**src/rtl/key_event_gen.sv**
```systemverilog
// key_event_gen
//   Converts a clean, debounced pushbutton level into single-cycle event
//   pulses (press, release, short press, long press, auto-repeat) plus a
//   "held" level. Intended to sit between the debouncer and the up/down
//   counter control so a held button steps the value repeatedly.
//
// Parameters
//   LONG_CYCLES    clocks from press_pulse to long_pulse (>= 2)
//   REPEAT_CYCLES  clocks between successive repeat pulses (>= 1)
//   REPEAT_EN      1 = auto-repeat enabled, 0 = repeat_pulse never fires
//
// Ports
//   clk            system clock, everything on posedge
//   rst_a_n        asynchronous reset, active low
//   key_in         debounced key level, synchronous to clk, 1 = pressed
//   press_pulse    1-cycle pulse on key press
//   release_pulse  1-cycle pulse on key release
//   short_pulse    1-cycle pulse on a release that precedes long_pulse
//   long_pulse     1-cycle pulse LONG_CYCLES clocks after press_pulse
//   repeat_pulse   1-cycle pulse every REPEAT_CYCLES clocks after long_pulse
//   held           level, 1 while the key is considered pressed
module key_event_gen #(
  parameter int LONG_CYCLES   = 50_000_000,
  parameter int REPEAT_CYCLES = 10_000_000,
  parameter bit REPEAT_EN     = 1'b1
) (
  input  logic clk,
  input  logic rst_a_n,
  input  logic key_in,
  output logic press_pulse,
  output logic release_pulse,
  output logic short_pulse,
  output logic long_pulse,
  output logic repeat_pulse,
  output logic held
);

  localparam int MAX_CYCLES = (LONG_CYCLES > REPEAT_CYCLES) ? LONG_CYCLES : REPEAT_CYCLES;
  localparam int CNT_W      = $clog2(MAX_CYCLES + 1);

  localparam logic [CNT_W-1:0] CNT_ZERO   = '0;
  localparam logic [CNT_W-1:0] CNT_ONE    = CNT_W'(1);
  localparam logic [CNT_W-1:0] LONG_VAL   = CNT_W'(LONG_CYCLES);
  localparam logic [CNT_W-1:0] REPEAT_VAL = CNT_W'(REPEAT_CYCLES);

  typedef enum logic [1:0] {
    IDLE    = 2'd0,
    PRESSED = 2'd1,
    HELD    = 2'd2
  } state_t;

  state_t           state_reg, state_next;
  logic [CNT_W-1:0] cnt_reg, cnt_next;
  logic             prev_reg;

  logic press_next, release_next, short_next, long_next, repeat_next, held_next;

  // State, counter, key history and all outputs are registered together.
  always_ff @(posedge clk or negedge rst_a_n) begin
    if (!rst_a_n) begin
      state_reg     <= IDLE;
      cnt_reg       <= CNT_ZERO;
      prev_reg      <= 1'b0;
      press_pulse   <= 1'b0;
      release_pulse <= 1'b0;
      short_pulse   <= 1'b0;
      long_pulse    <= 1'b0;
      repeat_pulse  <= 1'b0;
      held          <= 1'b0;
    end else begin
      state_reg     <= state_next;
      cnt_reg       <= cnt_next;
      prev_reg      <= key_in;
      press_pulse   <= press_next;
      release_pulse <= release_next;
      short_pulse   <= short_next;
      long_pulse    <= long_next;
      repeat_pulse  <= repeat_next;
      held          <= held_next;
    end
  end

  always_comb begin
    state_next   = state_reg;
    cnt_next     = cnt_reg;
    press_next   = 1'b0;
    release_next = 1'b0;
    short_next   = 1'b0;
    long_next    = 1'b0;
    repeat_next  = 1'b0;

    case (state_reg)
      IDLE: begin
        // Require a rising edge so a key still down after release cannot
        // retrigger; prev clears on reset, so a key held through reset
        // still produces a press.
        if (key_in && !prev_reg) begin
          press_next = 1'b1;
          cnt_next   = CNT_ONE;
          state_next = PRESSED;
        end
      end

      PRESSED: begin
        // Release is checked first so it wins over a coincident long press.
        if (!key_in) begin
          release_next = 1'b1;
          short_next   = 1'b1;
          cnt_next     = CNT_ZERO;
          state_next   = IDLE;
        end else if (cnt_reg == LONG_VAL) begin
          long_next  = 1'b1;
          cnt_next   = CNT_ONE;
          state_next = HELD;
        end else begin
          cnt_next = cnt_reg + CNT_ONE;
        end
      end

      HELD: begin
        if (!key_in) begin
          release_next = 1'b1;
          cnt_next     = CNT_ZERO;
          state_next   = IDLE;
        end else if (REPEAT_EN && (cnt_reg == REPEAT_VAL)) begin
          repeat_next = 1'b1;
          cnt_next    = CNT_ONE;
        end else if (cnt_reg < REPEAT_VAL) begin
          // Saturate so a long hold with repeat disabled never wraps.
          cnt_next = cnt_reg + CNT_ONE;
        end
      end

      default: begin
        state_next = IDLE;
        cnt_next   = CNT_ZERO;
      end
    endcase

    held_next = (state_next != IDLE);
  end

endmodule

```
**config.mk**
```make
export PLATFORM = sky130hd
export DESIGN_NAME = key_event_gen
export DESIGN_NICKNAME = d
export VERILOG_FILES = /design/src/rtl/key_event_gen.sv
export SDC_FILE = /design/constraint.sdc
export NUM_CORES = 1
export LEC_CHECK = 0
export ABC_CLOCK_PERIOD_IN_PS = 2900
export BUFFER_PORTS_ARGS = -buffer_cell sky130_fd_sc_hd__buf_2
export CAP_MARGIN = 25
export CORE_MARGIN = 2
export CORE_UTILIZATION = 50
export CTS_CLUSTER_DIAMETER = 80
export DETAILED_ROUTE_END_ITERATION = 7
export GPL_ROUTABILITY_DRIVEN = 0
export MAX_ROUTING_LAYER = met4
export PLACE_DENSITY = 0.74
export SLEW_MARGIN = 20
export SYNTH_ARGS = -nofsm -noshare
export SYNTH_HDL_FRONTEND = slang
export SYNTH_SLANG_ARGS = --single-unit
```
**constraint.sdc**
```tcl
create_clock -name clk -period 2.9 [get_ports clk]
set_input_delay 0.725 -clock clk [delete_from_list [all_inputs] [get_ports clk]]
set_output_delay 0.725 -clock clk [all_outputs]
set_load 0.02 [all_outputs]
```
Word level (Yosys, flattened, before mapping). Index checks and enable logic that the tools add are counted.

$add $sub $neg: 1. $lt $le $gt $ge: 1. Equality and inequality tests: 6. Mux-type cells: 23. Reduce and logical (&&, ||, !) cells: 6.

Operators with widths (count): 2-to-1 mux 26 bit (6); case mux 26 bit (3 select lines) (1); adder 26 x 1 -> 26 bit (second input constant) (1); equality test 26 x 24 -> 1 bit (second input constant) (1); equality test 26 bit (second input constant) (1); less-than comparator 26 x 24 -> 1 bit (second input constant) (1); 2-to-1 mux 1 bit (11); 2-to-1 mux 2 bit (4); case mux 2 bit (3 select lines) (1); != test 4 bit (second input constant) (1); equality test 2 x 1 -> 1 bit (second input constant) (1); equality test 2 bit (second input constant) (1); logical NOT 2 bit (1); != test 2 bit (second input constant) (1); AND reduction 2 bit (1); nonzero test 2 bit (1); OR reduction 2 bit (1); logical AND 1 bit (1); logical NOT 1 bit (1).

Register bits after elaboration: 35. Bits of input ports: 3.

Depth between registers and ports, before layout. Gate-level depths: netlist of the first run.

Word-level depth: 5. Mapped depth: 10. Depth with buffers taken out: 9.

Worst setup path before layout of the first run. OpenSTA, ideal clock, no wires.

Path kind: register to register. Start point: register cnt_reg[0]. End point: register cnt_reg[19]. Library setup time: 0.121 ns. Arrival: 2.200 ns. Data required time: 2.779 ns. Setup slack: 0.579 ns. Stages on the path, launching flop included: 10. Period minus slack after synthesis: 2.321 ns. Cell sequence: dfrtp_1 -> inv_1 -> ha_1 -> nor4b_2 -> nand2_2 -> or4b_4 -> o2bb2ai_2 -> buf_6 -> a21o_1 -> a22o_1.

Longest elaborated chain between the ends: 5. Elaborated cells on any way between the ends: 12. Those cells by class: add/sub: 1; order compare: 1; eq/ne: 3; mux: 6; reduce/logical: 1.

Ends and longest elaborated chain: start: declaration (line 53) `logic [CNT_W-1:0] cnt_reg, cnt_next;`; start signal: assignment (line 72) `cnt_reg <= cnt_next;`; adder 26 x 1 -> 26 bit (line 116, 130); 2-to-1 mux 26 bit (line 128) `end else if (cnt_reg < REPEAT_VAL) begin`; 2-to-1 mux 26 bit (line 125) `end else if (REPEAT_EN && (cnt_reg == REPEAT_VAL)) begin`; 2-to-1 mux 26 bit (line 121) `if (!key_in) begin`; case mux 26 bit (3 select lines) (line 92) `case (state_reg)`.

Several ways; a longest one is shown, not always the timed one. The select of a mux whose other input is x is not followed. A chain may end at the register's enable or synchronous reset.

Worst setup path after layout of the first run.
Start point: register cnt_reg[0]. End point: register cnt_reg[10].

Same word-level chain as after synthesis.

==> results of run 1 <==
==> worst register-to-register path, delay by kind of cell, from the launching register on <==
kind / cells / cell delay [ps]
AO/OA/AOI/OAI: 3 / 630
adder cells (fa/ha/maj): 1 / 150
buffers and inverters: 2 / 360
flip-flops: 1 / 430
AND/OR/NAND/NOR: 3 / 990
==> cell usage in the layout (no fill, tap or decap), types with 8 or more instances in the layout <==
cell	instances
dfrtp_1	35
nand2_1	21
nor2_1	18
nand3_1	16
inv_1	13
a21o_1	13
a22o_1	10
a21oi_1	9
buf_2	8
buf_4	8
==> through the flow <==
stage	hold WS, ps	instances
global placement	553	303
detailed placement	577	303
CTS	545	310
finish	521	310
global route	590	310
floorplan	429	242
==> metal layers <==
layer | up-vias | part of all wire | global-route usage
li1 | 935 | - | -
met1 | 914 | 0.47 | 0.304
met2 | 44 | 0.46 | 0.310
met3 | 12 | 0.046 | 0.0519
met4 | 0 | 0.024 | 0.118
met5 | - | 0 | -
==> final timing paths <==
kind                       slack, ps              startpoint                       to  cells past startpoint
max                              230  cnt_reg[0]$_DFFE_PN0P_  cnt_reg[10]$_DFFE_PN0P_                      9
min                              520                 rst_a_n    short_pulse$_DFF_PN0_                      1
max reg2reg                      230  cnt_reg[0]$_DFFE_PN0P_  cnt_reg[10]$_DFFE_PN0P_                      9
min reg2reg                      590  cnt_reg[1]$_DFFE_PN0P_   cnt_reg[1]$_DFFE_PN0P_                      2
max in group asynchronous       1880                 rst_a_n  cnt_reg[13]$_DFFE_PN0P_                      1
min in group clk                 590  cnt_reg[1]$_DFFE_PN0P_   cnt_reg[1]$_DFFE_PN0P_                      2
==> cell type report <==
cell class | instances | area, sq um
Clock buffer | 6 | 82.6
Clock inverter | 1 | 5.00
Fill cell | 386 | 1870
Inverter | 13 | 48.8
Multi-Input combinational cell | 187 | 1240
Sequential cell | 35 | 876
Tap cell | 52 | 65.1
Timing Repair Buffer | 16 | 100
==> power by group through the flow <==
stage / clock [mW] / combinational [mW] / sequential (mW)
after floorplan: 0 / 0.311 / 0.570
after global placement: 0 / 0.436 / 0.555
after detailed placement: 0 / 0.444 / 0.558
after CTS: 0.362 / 0.446 / 0.548
after global routing: 0.386 / 0.506 / 0.555
final: 0.349 / 0.453 / 0.549
==> kinds of logic after synthesis <==
family	after synthesis	synth area share
flip-flops	35	0.399
adder cells (fa/ha/maj)	6	0.0342
AND/OR/NAND/NOR	108	0.280
buffers and inverters	20	0.0394
AO/OA/AOI/OAI	73	0.247
==> results_tabular.tex, run 1 <==
\begin{tabular}{lr}
\hline
Metric & Value \\
\hline
\multicolumn{2}{l}{\textbf{Outcome}} \\
Outcome & completed \\
\multicolumn{2}{l}{\textbf{STA}} \\
Post-Route Skew & 3.12 ps \\
Headroom to the max-slew limit & 0.472 \\
Count of final max-slew check failures & 0 \\
Least-Margin Pin Slew & 791 ps \\
Setup repair after global routing missed its margin & false \\
Post-route setup TNS & 0 ps \\
Peak Freq & 375 MHz \\
PnR worst setup slack & 235 ps \\
Tcrit/Tclk final & 0.919 \\
Min Tclk post-route & 2670 ps \\
Hold violation count in the final report & 0 \\
Final number of setup-violating endpoints & 0 \\
\multicolumn{2}{l}{\textbf{Drt}} \\
Post-detailed-route count of antenna-violating nets & 0 \\
Drt total wl & 4910 um \\
Residual DRC & 0 \\
Number of detailed-route iterations in the first pass & 4 \\
DRC violation total after the first TritonRoute iteration & 151 \\
Avg Vias per Cell & 6.15 \\
Routed via count & 1,905 \\
WL/cell & 15.8 um \\
\multicolumn{2}{l}{\textbf{Logic synthesis}} \\
Syn Nets & 251 \\
Number of warnings issued by yosys & 0 \\
Average instance area after synthesis & 9.06 sq um \\
Dominant cell type by area after synthesis & dfrtp\_1 \\
Share of flip-flops with an asynchronous set or reset after synthesis & 1.00 \\
Post-Synthesis Cell Area & 0.00219 sq mm \\
Register area share after synthesis & 0.399 \\
Most common cell in the synthesized netlist & dfrtp\_1 \\
Most numerous cell types in the synthesized netlist & dfrtp\_1 (35), nand2\_1 (21), nor2\_1 (18), nand3\_1 (16) \\
Dominant synthesized flop cell & dfrtp\_1 \\
Gate count after technology mapping & 242 \\
FF+latch count, synth & 35 \\
Number of enable flip-flop cells after synthesis & 0 \\
Fraction of post-synthesis cell area in the top cell type by area & 0.399 \\
Unique masters post-synth & 53 \\
Synth top area cells & dfrtp\_1 (40\%), a21o\_1 (4.4\%), a22o\_1 (4.0\%), nand3\_1 (3.7\%), nand2\_1 (3.6\%) \\
\multicolumn{2}{l}{\textbf{Worst setup path}} \\
Startpoint types & flip-flop \\
Worst setup path class & reg2reg \\
Critical path buffers and inverters & 2 \\
Kind of cell adding the most delay to the critical path & simple AND/OR/NAND/NOR gates \\
Crit-path cells & inv\_1 -> ha\_1 -> nor4b\_4 -> nand2\_2 -> or4b\_4 -> o2bb2ai\_2 -> buf\_4 -> a21o\_1 -> a22o\_1 \\
Slowest library cell on the worst path & or4b\_4 \\
Maximum fanout along the worst path & 12 \\
Kind of capture point of the worst setup path & flip-flop \\
Largest incremental delay on the critical path & 590 ps \\
Arrival time reported for the critical path endpoint & 2840 ps \\
Required time at the endpoint of the critical path & 3070 ps \\
\multicolumn{2}{l}{\textbf{Clock tree}} \\
TritonCTS clock tree & yes \\
Setup bufs post-CTS & 0 \\
TritonCTS sink count & 35 \\
Cts bufs inserted & 5 \\
Max clock buf depth & 2 \\
Gates resized, CTS repair & 0 \\
Clock-pin slew on the worst setup and hold paths & 70 ps \\
Clock H-tree levels & 2 \\
Number of buffers inserted by hold repair at cts & 0 \\
Cell at the root of the clock tree & clkbuf\_8 \\
Worst-Skew Late Latency & 280 ps \\
\multicolumn{2}{l}{\textbf{Die}} \\
Die Height & 70.2 um \\
Effective utilization at floorplan & 0.511 \\
CORE AREA & 0.00429 sq mm \\
Total die area & 0.00493 sq mm \\
FP Rows & 24 \\
Die Wd & 70.2 um \\
I/O pin count & 9 \\
\multicolumn{2}{l}{\textbf{Finish}} \\
Largest register FFs & 26 \\
ANT cells & 0 \\
Final core utilization & 0.564 \\
Fraction of layout instances using a drive strength above 1 & 0.132 \\
Final-stage net count & 267 \\
Cell area after layout & 0.00242 sq mm \\
Area Overhead vs Synth & 10.4\% \\
\multicolumn{2}{l}{\textbf{Place}} \\
Pre-CTS setup slack & 151 ps \\
Cell Area, Placed & 0.00232 sq mm \\
Dpl hpwl & 3530 um \\
Input/output buffers & 8 \\
\multicolumn{2}{l}{\textbf{GRT}} \\
Pin count of the biggest net entering global routing & 36 \\
Wire length of the first global-routing pass & 8450 um \\
Vias in the first global route & 1,822 \\
Grt ovf & 0 \\
Tot GR Track Use & 0.224 \\
Antenna violations before repair & 0 \\
\multicolumn{2}{l}{\textbf{Power and ir drop}} \\
Power per cell area & 558 mW/mm\^{}2 \\
Cell-internal power & 0.895 mW \\
Switching power summed over all nets & 0.457 mW \\
Switching fraction of total power & 0.338 \\
Clock network power share & 0.258 \\
Final total power & 1.35 mW \\
Share of power burned in combinational logic & 0.336 \\
Static power due to leakage & 1.07 nW \\
Power share of the sequential group & 0.406 \\
Largest voltage drop on the vdd net & 305 uV \\
\multicolumn{2}{l}{\textbf{Hold path}} \\
Class of the tightest hold or removal check & in2async \\
\multicolumn{2}{l}{\textbf{Flow run}} \\
Number of max-cap violations & 0 \\
\hline
\end{tabular}
No activity file was read; power rests on OpenSTA's default activity.
==> inputs of run 2 (changes only) <==
Settings changed: CELL_PAD_IN_SITES_DETAIL_PLACEMENT set to 0, CELL_PAD_IN_SITES_GLOBAL_PLACEMENT set to 1, CORE_UTILIZATION 50 to 47, PLACE_DENSITY 0.74 to 0.85.
==> run 2 against run 1 <==
Against the previous run: die area rose by 6.0%; count of clock-buffer cells in the layout down 1; worst hold slack lost 12 ps; largest power group unchanged; maximum frequency decreased by 0.90%; utilization rose by 0.56 points.
==> results_tabular.tex, run 2 (synthesized netlist as in run 1, its figures left out) <==
\begin{tabular}{lr}
\hline
Metric & Value \\
\hline
\multicolumn{2}{l}{\textbf{Die}} \\
Die Wd & 72.3 um \\
CORE AREA & 0.00441 sq mm \\
FP Rows & 24 \\
Effective utilization at floorplan & 0.497 \\
I/O pin count & 9 \\
Die Height & 72.3 um \\
Total die area & 0.00523 sq mm \\
\multicolumn{2}{l}{\textbf{STA}} \\
Min Tclk post-route & 2690 ps \\
Least-Margin Pin Slew & 805 ps \\
Count of final max-slew check failures & 0 \\
Tcrit/Tclk final & 0.927 \\
Post-Route Skew & 9.05 ps \\
Setup repair after global routing missed its margin & false \\
Headroom to the max-slew limit & 0.463 \\
Peak Freq & 372 MHz \\
Final number of setup-violating endpoints & 0 \\
Hold violation count in the final report & 0 \\
Post-route setup TNS & 0 ps \\
\multicolumn{2}{l}{\textbf{Power and ir drop}} \\
Largest voltage drop on the vdd net & 325 uV \\
Share of power burned in combinational logic & 0.321 \\
Power share of the sequential group & 0.374 \\
Switching power summed over all nets & 0.488 mW \\
Clock network power share & 0.305 \\
Static power due to leakage & 1.13 nW \\
Cell-internal power & 0.973 mW \\
Power per cell area & 581 mW/mm\^{}2 \\
Switching fraction of total power & 0.334 \\
\multicolumn{2}{l}{\textbf{Clock tree}} \\
Clock-pin slew on the worst setup and hold paths & 80 ps \\
Max clock buf depth & 2 \\
TritonCTS clock tree & yes \\
Clock H-tree levels & 2 \\
Cell at the root of the clock tree & clkbuf\_8 \\
TritonCTS sink count & 35 \\
Worst-Skew Late Latency & 300 ps \\
Number of buffers inserted by hold repair at cts & 0 \\
Cts bufs inserted & 5 \\
\multicolumn{2}{l}{\textbf{Finish}} \\
Final-stage net count & 276 \\
Count of placed standard cells in the final layout, fillers left out & 320 \\
Leading cell types in the layout, fill and taps excluded & dfrtp\_1 (35), nand2\_1 (21), nor2\_1 (18) \\
Area Overhead vs Synth & 14.6\% \\
Filler cell count in the final layout & 412 \\
ANT cells & 0 \\
Final core utilization & 0.569 \\
Fraction of layout instances using a drive strength above 1 & 0.164 \\
Largest register FFs & 26 \\
Most common cell after layout, fill and taps aside & dfrtp\_1 \\
\multicolumn{2}{l}{\textbf{Worst setup path}} \\
Required time at the endpoint of the critical path & 3080 ps \\
Logic depth of the worst register-to-register path & 7 \\
R2r setup slk & 210 ps \\
Arrival time reported for the critical path endpoint & 2870 ps \\
Origin of the critical flop-to-flop path & cnt\_reg[22]\$\_DFFE\_PN0P\_ \\
Kind of capture point of the worst setup path & flip-flop \\
Maximum fanout along the worst path & 15 \\
Reg-to-Reg End & cnt\_reg[9]\$\_DFFE\_PN0P\_ \\
Startpoint types & flip-flop \\
Worst setup path class & reg2reg \\
\multicolumn{2}{l}{\textbf{GRT}} \\
Wire length of the first global-routing pass & 9380 um \\
Vias in the first global route & 1,928 \\
Grt ovf & 0 \\
Pin count of the biggest net entering global routing & 36 \\
Antenna violations before repair & 0 \\
Tot GR Track Use & 0.240 \\
\multicolumn{2}{l}{\textbf{Place}} \\
Cell total after placement & 312 \\
Input/output buffers & 8 \\
Dpl hpwl & 3850 um \\
\multicolumn{2}{l}{\textbf{Drt}} \\
Routed via count & 1,948 \\
Avg Vias per Cell & 6.09 \\
Post-detailed-route count of antenna-violating nets & 0 \\
Residual DRC & 0 \\
Drt total wl & 5290 um \\
Number of detailed-route iterations in the first pass & 4 \\
WL/cell & 16.5 um \\
DRC violation total after the first TritonRoute iteration & 133 \\
\multicolumn{2}{l}{\textbf{Flow run}} \\
Number of max-cap violations & 0 \\
\multicolumn{2}{l}{\textbf{Outcome}} \\
Outcome & completed \\
\multicolumn{2}{l}{\textbf{Hold path}} \\
Class of the tightest hold or removal check & in2async \\
\hline
\end{tabular}
[run 2: per-layer routing]
metal	global-route usage	vias up	routed length, um
met4	0.0881	0	76
li1	-	954	-
met3	0.0431	7	181
met5	-	-	0
met2	0.369	36	2430
met1	0.318	951	2600
[run 2: what timing repair did]
item,in CTS,in global routing
setup endpoints to repair,0,9
gates resized for setup,0,1
endpoints found under the hold margin,0,0
setup buffers,0,0
[run 2: final cells by class]
class | instances | area, sq um | share of cell area
Multi-Input combinational cell | 187 | 1240 | 0.495
Sequential cell | 35 | 876 | 0.348
Timing Repair Buffer | 25 | 168 | 0.0667
Clock buffer | 5 | 68.8 | 0.0274
Tap cell | 52 | 65.1 | 0.0259
Inverter | 13 | 48.8 | 0.0194
Clock inverter | 3 | 43.8 | 0.0174
[run 2: power by group through the flow]
stage          Clock (mW)  Sequential (mW)  Combinational (mW)
3_5_place_dp            0            0.555               0.459
3_3_place_gp            0            0.553               0.449
6_report            0.446            0.546               0.468
2_1_floorplan           0            0.570               0.311
4_1_cts             0.456            0.545               0.460
5_1_grt             0.471            0.551               0.532
[run 2: worst max path at each step]
| stage | from | to | slack [ps] | depth (start not counted) |
|---|---|---|---|---|
| finish | cnt_reg[22]$_DFFE_PN0P_ | cnt_reg[9]$_DFFE_PN0P_ | 210 | 7 |
| global route | cnt_reg[0]$_DFFE_PN0P_ | cnt_reg[9]$_DFFE_PN0P_ | 40 | 9 |
| CTS | cnt_reg[0]$_DFFE_PN0P_ | cnt_reg[9]$_DFFE_PN0P_ | 150 | 9 |
| detailed placement | cnt_reg[0]$_DFFE_PN0P_ | cnt_reg[10]$_DFFE_PN0P_ | 160 | 9 |
| global placement | cnt_reg[0]$_DFFE_PN0P_ | cnt_reg[10]$_DFFE_PN0P_ | 220 | 9 |
| floorplan | cnt_reg[0]$_DFFE_PN0P_ | cnt_reg[19]$_DFFE_PN0P_ | 580 | 9 |
[run 2: critical path, cell delays in order (launching register included)]
cell       delay, ps
dfrtp_1          450
nor4_1           430
nand2_1          170
or4b_4           590
o2bb2ai_2        300
buf_4            260
a21o_1           150
a22o_1           220
[run 2: metrics by stage]
| step | worst slack (ps) | instance area, sq um | hold WS, ps | total power, mW |
|---|---|---|---|---|
| after floorplan | 579 | 2190 | 429 | 0.881 |
| after detailed placement | 160 | 2390 | 577 | 1.01 |
| after global placement | 223 | 2390 | 552 | 1.00 |
| after global routing | 44.8 | 2510 | 575 | 1.55 |
| after CTS | 155 | 2500 | 533 | 1.46 |
| final | 211 | 2510 | 508 | 1.46 |
